<file path="src/rtl/sprite_pkg.sv">
// Shared types and constants for the sprite scheduler: slot record, FSM states, edge modes.
package sprite_pkg;

  localparam int unsigned EDGE_CLAMP = 0;
  localparam int unsigned EDGE_WRAP  = 1;

  // Slot fields are stored at fixed widths; the top checks its parameters fit.
  localparam int unsigned SLOT_COORD_W = 16;
  localparam int unsigned SLOT_VEL_W   = 8;
  localparam int unsigned SLOT_FRAME_W = 16;

  typedef enum logic [1:0] {
    StIdle,
    StUpdate,
    StEmit
  } sched_state_t;

  typedef struct packed {
    logic                    active;
    logic [SLOT_COORD_W-1:0] x;
    logic [SLOT_COORD_W-1:0] y;
    logic [SLOT_VEL_W-1:0]   dx;
    logic [SLOT_VEL_W-1:0]   dy;
    logic [SLOT_FRAME_W-1:0] frame;
  } sprite_slot_t;

endpackage

</file>
<file path="src/rtl/edge_step.sv">
// Combinational coordinate step: coord + signed vel, then clamp or wrap into [0, MAX-1].
module edge_step
  import sprite_pkg::*;
#(
  parameter int unsigned MAX     = 100,
  parameter int unsigned MODE    = EDGE_CLAMP,
  parameter int unsigned COORD_W = 16,
  parameter int unsigned VEL_W   = 8
) (
  input  logic [COORD_W-1:0] coord_i,
  input  logic [VEL_W-1:0]   vel_i,
  output logic [COORD_W-1:0] result_o
);

  localparam int unsigned SumW = COORD_W + VEL_W + 2;
  localparam logic signed [SumW-1:0] MaxS = SumW'(MAX);

  logic signed [SumW-1:0] sum;

  // Two guard bits above the widest operand keep the sign of any sum exact.
  assign sum = $signed({{(VEL_W + 2){1'b0}}, coord_i}) + SumW'($signed(vel_i));

  always_comb begin
    result_o = COORD_W'(sum);
    if (sum < 0) begin
      result_o = (MODE == EDGE_WRAP) ? COORD_W'(sum + MaxS) : '0;
    end else if (sum >= MaxS) begin
      result_o = (MODE == EDGE_WRAP) ? COORD_W'(sum - MaxS) : COORD_W'(MaxS - 1);
    end
  end

endmodule

</file>
<file path="src/rtl/sprite_scheduler.sv">
// Per-frame sprite engine: steps every active slot once, then streams active slots out over a
// valid/ready handshake in slot order.
module sprite_scheduler
  import sprite_pkg::*;
#(
  parameter int unsigned CANVAS_WIDTH  = 100,
  parameter int unsigned CANVAS_HEIGHT = 100,
  parameter int unsigned NUM_FRAMES    = 100,
  parameter int unsigned MAX_SPRITES   = 4,
  parameter int unsigned VEL_WIDTH     = 4,
  parameter int unsigned EDGE_MODE     = EDGE_CLAMP
) (
  input  logic                             pixel_clk_in,
  input  logic                             rst_in,
  input  logic                             new_frame,
  input  logic                             wr_en,
  input  logic [$clog2(MAX_SPRITES)-1:0]   wr_idx,
  input  logic [$clog2(CANVAS_WIDTH)-1:0]  wr_x,
  input  logic [$clog2(CANVAS_HEIGHT)-1:0] wr_y,
  input  logic [VEL_WIDTH-1:0]             wr_dx,
  input  logic [VEL_WIDTH-1:0]             wr_dy,
  input  logic                             wr_active,
  output logic [$clog2(CANVAS_WIDTH)-1:0]  x,
  output logic [$clog2(CANVAS_HEIGHT)-1:0] y,
  output logic [$clog2(NUM_FRAMES)-1:0]    frame,
  output logic [$clog2(MAX_SPRITES)-1:0]   sprite_idx,
  output logic                             sprite_valid,
  input  logic                             sprite_ready,
  output logic                             busy,
  output logic                             frame_done,
  output logic                             frame_overrun
);

  localparam int unsigned XW = $clog2(CANVAS_WIDTH);
  localparam int unsigned YW = $clog2(CANVAS_HEIGHT);
  localparam int unsigned FW = $clog2(NUM_FRAMES);
  localparam int unsigned IW = $clog2(MAX_SPRITES);
  localparam int unsigned MinDim = (CANVAS_WIDTH < CANVAS_HEIGHT) ? CANVAS_WIDTH : CANVAS_HEIGHT;
  localparam logic [IW-1:0] LastSlot = IW'(MAX_SPRITES - 1);
  localparam logic [SLOT_FRAME_W-1:0] LastFrame = SLOT_FRAME_W'(NUM_FRAMES - 1);

  if ((2 ** (VEL_WIDTH - 1)) > MinDim) begin : g_vel_check
    $error("sprite_scheduler: 2**(VEL_WIDTH-1) must not exceed the smaller canvas dimension");
  end

  if ((XW > SLOT_COORD_W) || (YW > SLOT_COORD_W) || (FW > SLOT_FRAME_W) ||
      (VEL_WIDTH > SLOT_VEL_W) || (VEL_WIDTH < 2) || (MAX_SPRITES < 2) ||
      (NUM_FRAMES < 2) || (EDGE_MODE > EDGE_WRAP)) begin : g_width_check
    $error("sprite_scheduler: parameters out of supported range");
  end

  sched_state_t  state_q, state_d;
  logic [IW-1:0] ptr_q, ptr_d;
  sprite_slot_t  table_q [MAX_SPRITES];
  sprite_slot_t  table_d [MAX_SPRITES];
  sprite_slot_t  cur;

  logic [XW-1:0] x_q, x_d;
  logic [YW-1:0] y_q, y_d;
  logic [FW-1:0] frame_q, frame_d;
  logic [IW-1:0] idx_q, idx_d;
  logic          valid_q, valid_d;
  logic          done_q, done_d;
  logic          load;

  logic [SLOT_COORD_W-1:0] step_x, step_y;

  assign cur = table_q[ptr_q];

  edge_step #(
    .MAX    (CANVAS_WIDTH),
    .MODE   (EDGE_MODE),
    .COORD_W(SLOT_COORD_W),
    .VEL_W  (SLOT_VEL_W)
  ) u_edge_x (
    .coord_i (cur.x),
    .vel_i   (cur.dx),
    .result_o(step_x)
  );

  edge_step #(
    .MAX    (CANVAS_HEIGHT),
    .MODE   (EDGE_MODE),
    .COORD_W(SLOT_COORD_W),
    .VEL_W  (SLOT_VEL_W)
  ) u_edge_y (
    .coord_i (cur.y),
    .vel_i   (cur.dy),
    .result_o(step_y)
  );

  always_comb begin
    state_d = state_q;
    ptr_d   = ptr_q;
    table_d = table_q;
    x_d     = x_q;
    y_d     = y_q;
    frame_d = frame_q;
    idx_d   = idx_q;
    valid_d = valid_q;
    done_d  = 1'b0;
    load    = 1'b0;

    unique case (state_q)
      StIdle: begin
        // The write lands in table_d, so an UPDATE starting this cycle sees it next cycle.
        if (wr_en) begin
          table_d[wr_idx] = '{
            active: wr_active,
            x:      SLOT_COORD_W'(wr_x),
            y:      SLOT_COORD_W'(wr_y),
            dx:     SLOT_VEL_W'($signed(wr_dx)),
            dy:     SLOT_VEL_W'($signed(wr_dy)),
            frame:  '0
          };
        end
        if (new_frame) begin
          state_d = StUpdate;
          ptr_d   = '0;
        end
      end

      StUpdate: begin
        if (cur.active) begin
          table_d[ptr_q].x     = step_x;
          table_d[ptr_q].y     = step_y;
          table_d[ptr_q].frame = (cur.frame == LastFrame) ? '0 :
                                 cur.frame + SLOT_FRAME_W'(1);
        end
        ptr_d = ptr_q + IW'(1);
        if (ptr_q == LastSlot) begin
          state_d = StEmit;
          ptr_d   = '0;
          load    = 1'b1;
        end
      end

      StEmit: begin
        // valid_q low means the current slot is inactive and is skipped this cycle.
        if (!valid_q || sprite_ready) begin
          ptr_d = ptr_q + IW'(1);
          if (ptr_q == LastSlot) begin
            state_d = StIdle;
            ptr_d   = '0;
            valid_d = 1'b0;
            done_d  = 1'b1;
          end else begin
            load = 1'b1;
          end
        end
      end

      default: begin
        state_d = StIdle;
        ptr_d   = '0;
      end
    endcase

    if (load) begin
      valid_d = table_d[ptr_d].active;
      x_d     = table_d[ptr_d].x[XW-1:0];
      y_d     = table_d[ptr_d].y[YW-1:0];
      frame_d = table_d[ptr_d].frame[FW-1:0];
      idx_d   = ptr_d;
    end
  end

  always_ff @(posedge pixel_clk_in) begin
    if (rst_in) begin
      state_q <= StIdle;
      ptr_q   <= '0;
      table_q <= '{default: '0};
      x_q     <= '0;
      y_q     <= '0;
      frame_q <= '0;
      idx_q   <= '0;
      valid_q <= 1'b0;
      done_q  <= 1'b0;
    end else begin
      state_q <= state_d;
      ptr_q   <= ptr_d;
      table_q <= table_d;
      x_q     <= x_d;
      y_q     <= y_d;
      frame_q <= frame_d;
      idx_q   <= idx_d;
      valid_q <= valid_d;
      done_q  <= done_d;
    end
  end

  assign x             = x_q;
  assign y             = y_q;
  assign frame         = frame_q;
  assign sprite_idx    = idx_q;
  assign sprite_valid  = valid_q;
  assign frame_done    = done_q;
  assign busy          = (state_q != StIdle);
  assign frame_overrun = new_frame && busy && !rst_in;

endmodule
</file>
<file path="config.mk">
export PLATFORM = sky130hd
export DESIGN_NAME = sprite_scheduler
export DESIGN_NICKNAME = d
export VERILOG_FILES = /design/src/rtl/sprite_pkg.sv /design/src/rtl/edge_step.sv /design/src/rtl/sprite_scheduler.sv
export SDC_FILE = /design/constraint.sdc
export NUM_CORES = 1
export LEC_CHECK = 0
export ABC_CLOCK_PERIOD_IN_PS = 5800
export CAP_MARGIN = 30
export CORE_MARGIN = 2
export CORE_UTILIZATION = 26
export DETAILED_ROUTE_END_ITERATION = 10
export PLACE_DENSITY = 0.5
export SYNTH_ARGS = -nofsm -noshare
export SYNTH_HDL_FRONTEND = slang
export SYNTH_SLANG_ARGS = --single-unit
</file>
<file path="constraint.sdc">
create_clock -name pixel_clk_in -period 5.8 [get_ports pixel_clk_in]
set_input_delay 1.45 -clock pixel_clk_in [delete_from_list [all_inputs] [get_ports pixel_clk_in]]
set_output_delay 1.45 -clock pixel_clk_in [all_outputs]
set_load 0.03 [all_outputs]
</file>
==> Word level (Yosys, flattened, before mapping) <==
Index checks and enable logic that the tools add are counted.
{ "op_classes": {"div_mod_pow": 0, "eq_ne": 8, "n_mux": 43, "multipliers": 0, "reduce_logical": 15, "bitwise": 5, "n_addsub": 4, "order_cmp": 9, "shifts": 0} }
{ "op_table": {"columns": ["operator", "n"], "rows": [
  ["bitwise mux 260 bit", 4],
  ["demux 65 bit (select 2 bit)", 4],
  ["2-to-1 mux 260 bit", 2],
  ["one-hot mux 260 bit (2 select lines)", 1],
  ["2-to-1 mux 65 bit", 5],
  ["binary-select mux 65 bit (select 2 bit)", 2],
  ["2-to-1 mux 16 bit", 6],
  ["2-to-1 mux 64 bit", 1],
  ["2-to-1 mux 48 bit", 1],
  ["adder 17 x 8 -> 18 bit", 2],
  [">= comparator 18 x 8 -> 1 bit (second input constant)", 2],
  ["less-than comparator 18 x 1 -> 1 bit (second input constant)", 2],
  ["adder 16 x 1 -> 16 bit (second input constant)", 1],
  ["equality test 16 x 7 -> 1 bit (second input constant)", 1],
  ["2-to-1 mux 2 bit", 7],
  ["one-hot mux 2 bit (3 select lines)", 2],
  [">= comparator 3 bit (second input constant)", 3],
  ["inverter 2 -> 3 bit", 3],
  ["!= test 2 bit (second input constant)", 4],
  ["nonzero test 2 bit", 4],
  ["2-to-1 mux 1 bit", 7],
  ["less-than comparator 3 x 1 -> 1 bit (second input constant)", 2],
  ["equality test 2 bit (second input constant)", 2],
  ["logical AND 1 bit", 4],
  ["other kinds (10)", 12]
]} }
{ "word_totals": {"wordCells": 116, "output_inout_bits": 27, "memories": 0, "ram_bits": 0, "romBits": 0, "latchBits": 0, "reg_bits": 289} }

==> Logic depth before layout (Yosys ltp) <==
{ "depth": {"ltp_word": 17, "mapped_depth": 19} }

==> By module <==
From an unflattened synthesis, not the netlist that was laid out.
{ "hier_totals": {"hier_cells": 1689, "hier_area_um2": 15822.7} }
{ "by_module_without_submodules": {"columns": ["mod", "area_per_inst_um2", "n_inst", "cells_per_inst", "seq_area_each_um2"], "rows": [
  ["sprite_scheduler", 13755.7, 1, 1415, 5785.5],
  ["edge_step", 1033.5, 2, 137, 0.0]
]} }

==> Worst setup path before layout <==
OpenSTA, ideal clock, no wires.
{ "synth_timing": {"kind": "register -> register", "startpoint": "reg ptr_q[0]", "endpoint": "reg y_q[4] (netlist: y[4])", "slack_ns": 0.897, "arrival_ns": 4.824, "n_path_buf": 6, "synth_period_minus_slack_ns": 4.903, "path_stages_with_launch": 18, "path_cell_list": "dfxtp_1 buf_6 buf_4 buf_2 buf_2 buf_1 mux4_2 ha_1 buf_6 a21o_1 a21oi_4 a21oi_2 or4_1 a21oi_1 o2111ai_2 or4_4 and2_0 o211ai_1"} }
{ "synth_between": {"elab_chain_len": 15, "word_cells_on_any_way": 35, "cone_classes": "add/sub: 2; order compare: 4; eq/ne: 1; mux: 25; bitwise: 2; reduce/logical: 1"} }
{ "synth_rtl": {"columns": ["element", "line", "rtl"], "rows": [
  ["from (decl)", "sprite_scheduler.sv:53", "logic [IW-1:0] ptr_q, ptr_d;"],
  ["from (signal assigned)", "sprite_scheduler.sv:181", "ptr_q <= ptr_d;"],
  ["inverter 2 -> 3 bit", null, null],
  ["binary-select mux 65 bit (select 2 bit)", "sprite_scheduler.sv:68", "assign cur = table_q[ptr_q];"],
  ["2-to-1 mux 65 bit (implied by the code) (2 in series)", "sprite_scheduler.sv:68", null],
  ["adder 17 x 8 -> 18 bit", "edge_step.sv:21", "assign sum = $signed({{(VEL_W + 2){1'b0}}, coord_i}) + SumW'($signed(vel_i));"],
  [">= comparator 18 x 8 -> 1 bit", "edge_step.sv:27", "end else if (sum >= MaxS) begin"],
  ["2-to-1 mux 16 bit", "edge_step.sv:27", null],
  ["2-to-1 mux 16 bit", "edge_step.sv:25", "if (sum < 0) begin"],
  ["bitwise mux 260 bit", "sprite_scheduler.sv:126", "table_d[ptr_q].y = step_y;"],
  ["bitwise mux 260 bit", "sprite_scheduler.sv:127", "table_d[ptr_q].frame = (cur.frame == LastFrame) ? '0 :"],
  ["2-to-1 mux 260 bit", "sprite_scheduler.sv:124", "if (cur.active) begin"],
  ["one-hot mux 260 bit (2 select lines)", "sprite_scheduler.sv:104", "unique case (state_q)"],
  ["binary-select mux 65 bit (select 2 bit)", "sprite_scheduler.sv:162", "y_d = table_d[ptr_d].y[YW-1:0];"],
  ["2-to-1 mux 65 bit (2 in series)", null, null],
  ["to (signal assigned)", "sprite_scheduler.sv:184", "y_q <= y_d;"],
  ["to (decl)", "sprite_scheduler.sv:59", "logic [YW-1:0] y_q, y_d;"]
]} }
Several ways; a longest one is shown, not always the timed one. The select of a mux whose other input is x is not followed.
A chain may end at the register's enable or synchronous reset.

==> Final worst setup path <==
{ "layout_timing": {"startpoint": "reg ptr_q[0]", "endpoint": "reg x_q[2] (netlist: x[2])"} }
{ "layout_between": {"elab_chain_len": 16, "word_cells_on_any_way": 35, "cone_classes": "add/sub: 2; order compare: 4; eq/ne: 1; mux: 25; bitwise: 2; reduce/logical: 1"} }
{ "layout_rtl": {"columns": ["element", "line", "rtl"], "rows": [
  ["inverter 2 -> 3 bit", null, null],
  ["binary-select mux 65 bit (select 2 bit)", "sprite_scheduler.sv:68", null],
  ["2-to-1 mux 65 bit (implied by the code) (2 in series)", "sprite_scheduler.sv:68", null],
  ["adder 17 x 8 -> 18 bit", "edge_step.sv:21", null],
  [">= comparator 18 x 8 -> 1 bit", "edge_step.sv:27", null],
  ["2-to-1 mux 16 bit", "edge_step.sv:27", null],
  ["2-to-1 mux 16 bit", "edge_step.sv:25", null],
  ["bitwise mux 260 bit", "sprite_scheduler.sv:125", "table_d[ptr_q].x = step_x;"],
  ["bitwise mux 260 bit", "sprite_scheduler.sv:126", null],
  ["bitwise mux 260 bit", "sprite_scheduler.sv:127", null],
  ["2-to-1 mux 260 bit", "sprite_scheduler.sv:124", null],
  ["one-hot mux 260 bit (2 select lines)", "sprite_scheduler.sv:104", null],
  ["binary-select mux 65 bit (select 2 bit)", "sprite_scheduler.sv:161", "x_d = table_d[ptr_d].x[XW-1:0];"],
  ["2-to-1 mux 65 bit (2 in series)", null, null],
  ["to (signal assigned)", "sprite_scheduler.sv:173", "x_q <= '0;"],
  ["to (signal assigned)", "sprite_scheduler.sv:183", "x_q <= x_d;"],
  ["to (decl)", "sprite_scheduler.sv:58", "logic [XW-1:0] x_q, x_d;"]
]} }
Several ways; a longest one is shown, not always the timed one. The select of a mux whose other input is x is not followed.

==> results.toml <==
[critical_path]
worstPathRequired_ns = 6.29
reg2reg_slack_ns = 0.71
r2r_start = "ptr_q[0]"
cp_max_fo = 22
r2r_end = "x[2]"
critPathKind = "register to register"
end_kind = "register"
critPathArrivalTime_ns = 5.57
critPathLaunchType = "register"
rr_worst_depth = 13

[synthesis]
synth_nets = 1840
ys_ff_latch = 289
synth-main-ff-cell = "dfxtp_1"
yosysWarnings = 0
synth_compound_area_share_pct = 23.1
synthAdderAreaFrac_pct = 3.72
seq_area_frac_synth_pct = 37.2
synth_edf_count = 0
synth_xor_area_share_pct = 1.80
synth_top_family_by_area = "compound AO/OA/AOI/OAI gates"
synth_mux_area_share_pct = 10.7
synth-async-reset-ratio_pct = 0
synthesis.area_um2 = 15500
ys_types = 90
syn_inst = 1765
synth-simple-area-share_pct = 19.0
avgSynthCellArea_um2 = 8.80

[place]
place_area_um2 = 16900
dp.final_hpwl_mm = 36.3
dp.cells = 2494
gp_congestion = 0.898
port_buffers = 56

[floorplanning]
die_w_um = 248
start_util_pct = 26.3
core_um2 = 59000
die_y_um = 248
rows = 89
io_pins = 57
die_area_um2 = 61700

[pwr]
powerDensity_nw_per_um2 = 295
power_leakage_nw = 6.73
total_power_mw = 5.36
ir_drop_v = 0.000209

[timing]
finalHoldViolations = 0
fmax_ghz = 0.197
maxSlewViolCount = 0
slew_headroom_pct = 35.5
grt_setup_unrepaired = "no"
fin_crit_sh_pct = 87.7
finClkSkew_ns = 0.0330
worst_pin_slew_ns = 0.967
setup_viol = 0
fin_tns_setup_ns = 0
fin_crit_ns = 5.09

[clock_tree]
ctsHoldBuffers = 0
cts_tree = "done"
clk_latency_ns = 0.58
numCtsBuffers = 37
root_buffer = "clkbuf_16"
htree_levels = 2
clock_sinks = 289
clk_pin_slew_ns = 0.06
post_cts_buffers = 0
cts_resized = 0
cts_buffer_depth = 3

[detailed_routing]
routed_wl_mm = 54.6
vias = 14320
drt-wirelength-per-cell_um = 21.3
drc = 0
drt_iter0_markers = 1316
vias_per_cell = 5.59
drt.antenna.violating_nets = 0
dr.pass1.iters = 5

[hold_path]
whs_path_depth = 2
holdCritPathClass = "register to register"

[final_layout]
layout_commonest_cell = "dfxtp_1"
fin_area_um2 = 18200
drive_gt1_share_pct = 11.5
fin_nets = 1836
finalNonFillerCells = 2563
final_cell_mix = "dfxtp_1, nor2_1, nand2_1"
area_growth_pct = 16.9
diodes = 0

[global_route]
grt_pass1_vias = 13948
grt_max_degree = 96
gr-total-overflow = 0
grtUsageTotal_pct = 17.1
grt_pass1_wl_mm = 84.4
antenna_found_initial = 1

[flow_run]
drv_cap = 0

[status]
outcome = "complete, no violations"
worst max-delay path by stage:
stage / start / end / slack [ns] / depth (start not counted)
final: ptr_q[0] / x[2] / 0.71 / 13
after global routing: ptr_q[0] / table_q[180] / 0.39 / 13
after CTS: ptr_q[0] / x[2] / 0.82 / 13
after detailed placement: ptr_q[0] / x[2] / 0.82 / 13
after global placement: ptr_q[0] / table_q[50] / 0.95 / 13
after floorplan: ptr_q[0] / y[4] / 0.90 / 17
cells in the mapped netlist, drive strengths merged (4+ instances only):
cell	instances	share of area, %
and4	4	0.24
nor4	10	0.56
o32ai	4	0.23
a31oi	23	0.93
mux4	67	9.8
a21o	16	0.77
nand2	172	4.2
a32oi	28	1.6
o31ai	9	0.43
inv	27	0.65
and3	88	3.5
nor3	27	0.87
clkbuf	100	2.4
o211a	4	0.26
nor2	208	5.0
nand2b	15	0.60
dfxtp	289	37
or2	5	0.20
or3	8	0.32
xnor2	23	1.3
ha	43	3.5
o21a	10	0.48
mux2i	11	0.71
a32o	10	0.64
and2	17	0.68
o311ai	6	0.34
a22oi	90	4.3
o211ai	25	1.2
nand3	34	1.1
a21oi	148	4.9
buf	42	1.4
o22ai	17	0.68
o21ai	67	2.2
a211oi	22	1.2
a211o	9	0.51
a2111oi	6	0.50
nand4	17	0.72
xor2	9	0.51
cell type report:
class	count	area (um2)
fill	6135	40900
multi-input combinational	1305	9080
sequential	289	5790
clock buffer	54	1080
tap	773	967
timing repair buffer	99	930
clock inverter	14	196
inverter	29	109
per-layer routing:
metal  GRT usage (%)  share of wire [%]  vias to the layer above
met5               0              0.020                        -
met4            6.35                3.4                        2
met3            3.34                6.9                      122
met2            26.9                 45                      570
met1            23.1                 45                     7027
li1                -                  -                     6599
per-stage QoR:
stage,utilization (%),worst slack [ns],hold slack [ns]
floorplan,-,0.897,0.433
global placement,28.5,0.954,0.439
detailed placement,28.6,0.817,0.446
CTS,30.7,0.818,0.453
global route,30.8,0.391,0.469
finish,30.8,0.714,0.452
kinds of logic (layout without fill, tap and decap cells):
kind of cell,Yosys count,in the layout
and+or+nand+nor,621,621
AOI/OAI and AO/OA,527,527
xor gates and xnor gates,32,32
adders and majority gates,45,45
muxes,80,80
buffers and inverters,171,196
DFF,289,289
report_power, final:
group          internal, mW  switching, mW
combinational         0.263          0.614
sequential             2.02         0.0331
clock                  1.48          0.947
total                  3.76           1.59
worst max-delay path, stage by stage (launching register included):
cell,delay [ns]
dfxtp_4,0.59
mux2i_1,0.23
mux2_2,0.33
clkinv_1,0.50
ha_1,0.61
a21oi_1,0.30
o221ai_1,0.16
a31oi_1,0.46
o21ai_0,0.25
a211oi_1,0.33
a22oi_1,0.21
nor4_2,0.76
o21ai_1,0.17
o31ai_1,0.10
No activity file was read; power rests on OpenSTA's default activity.
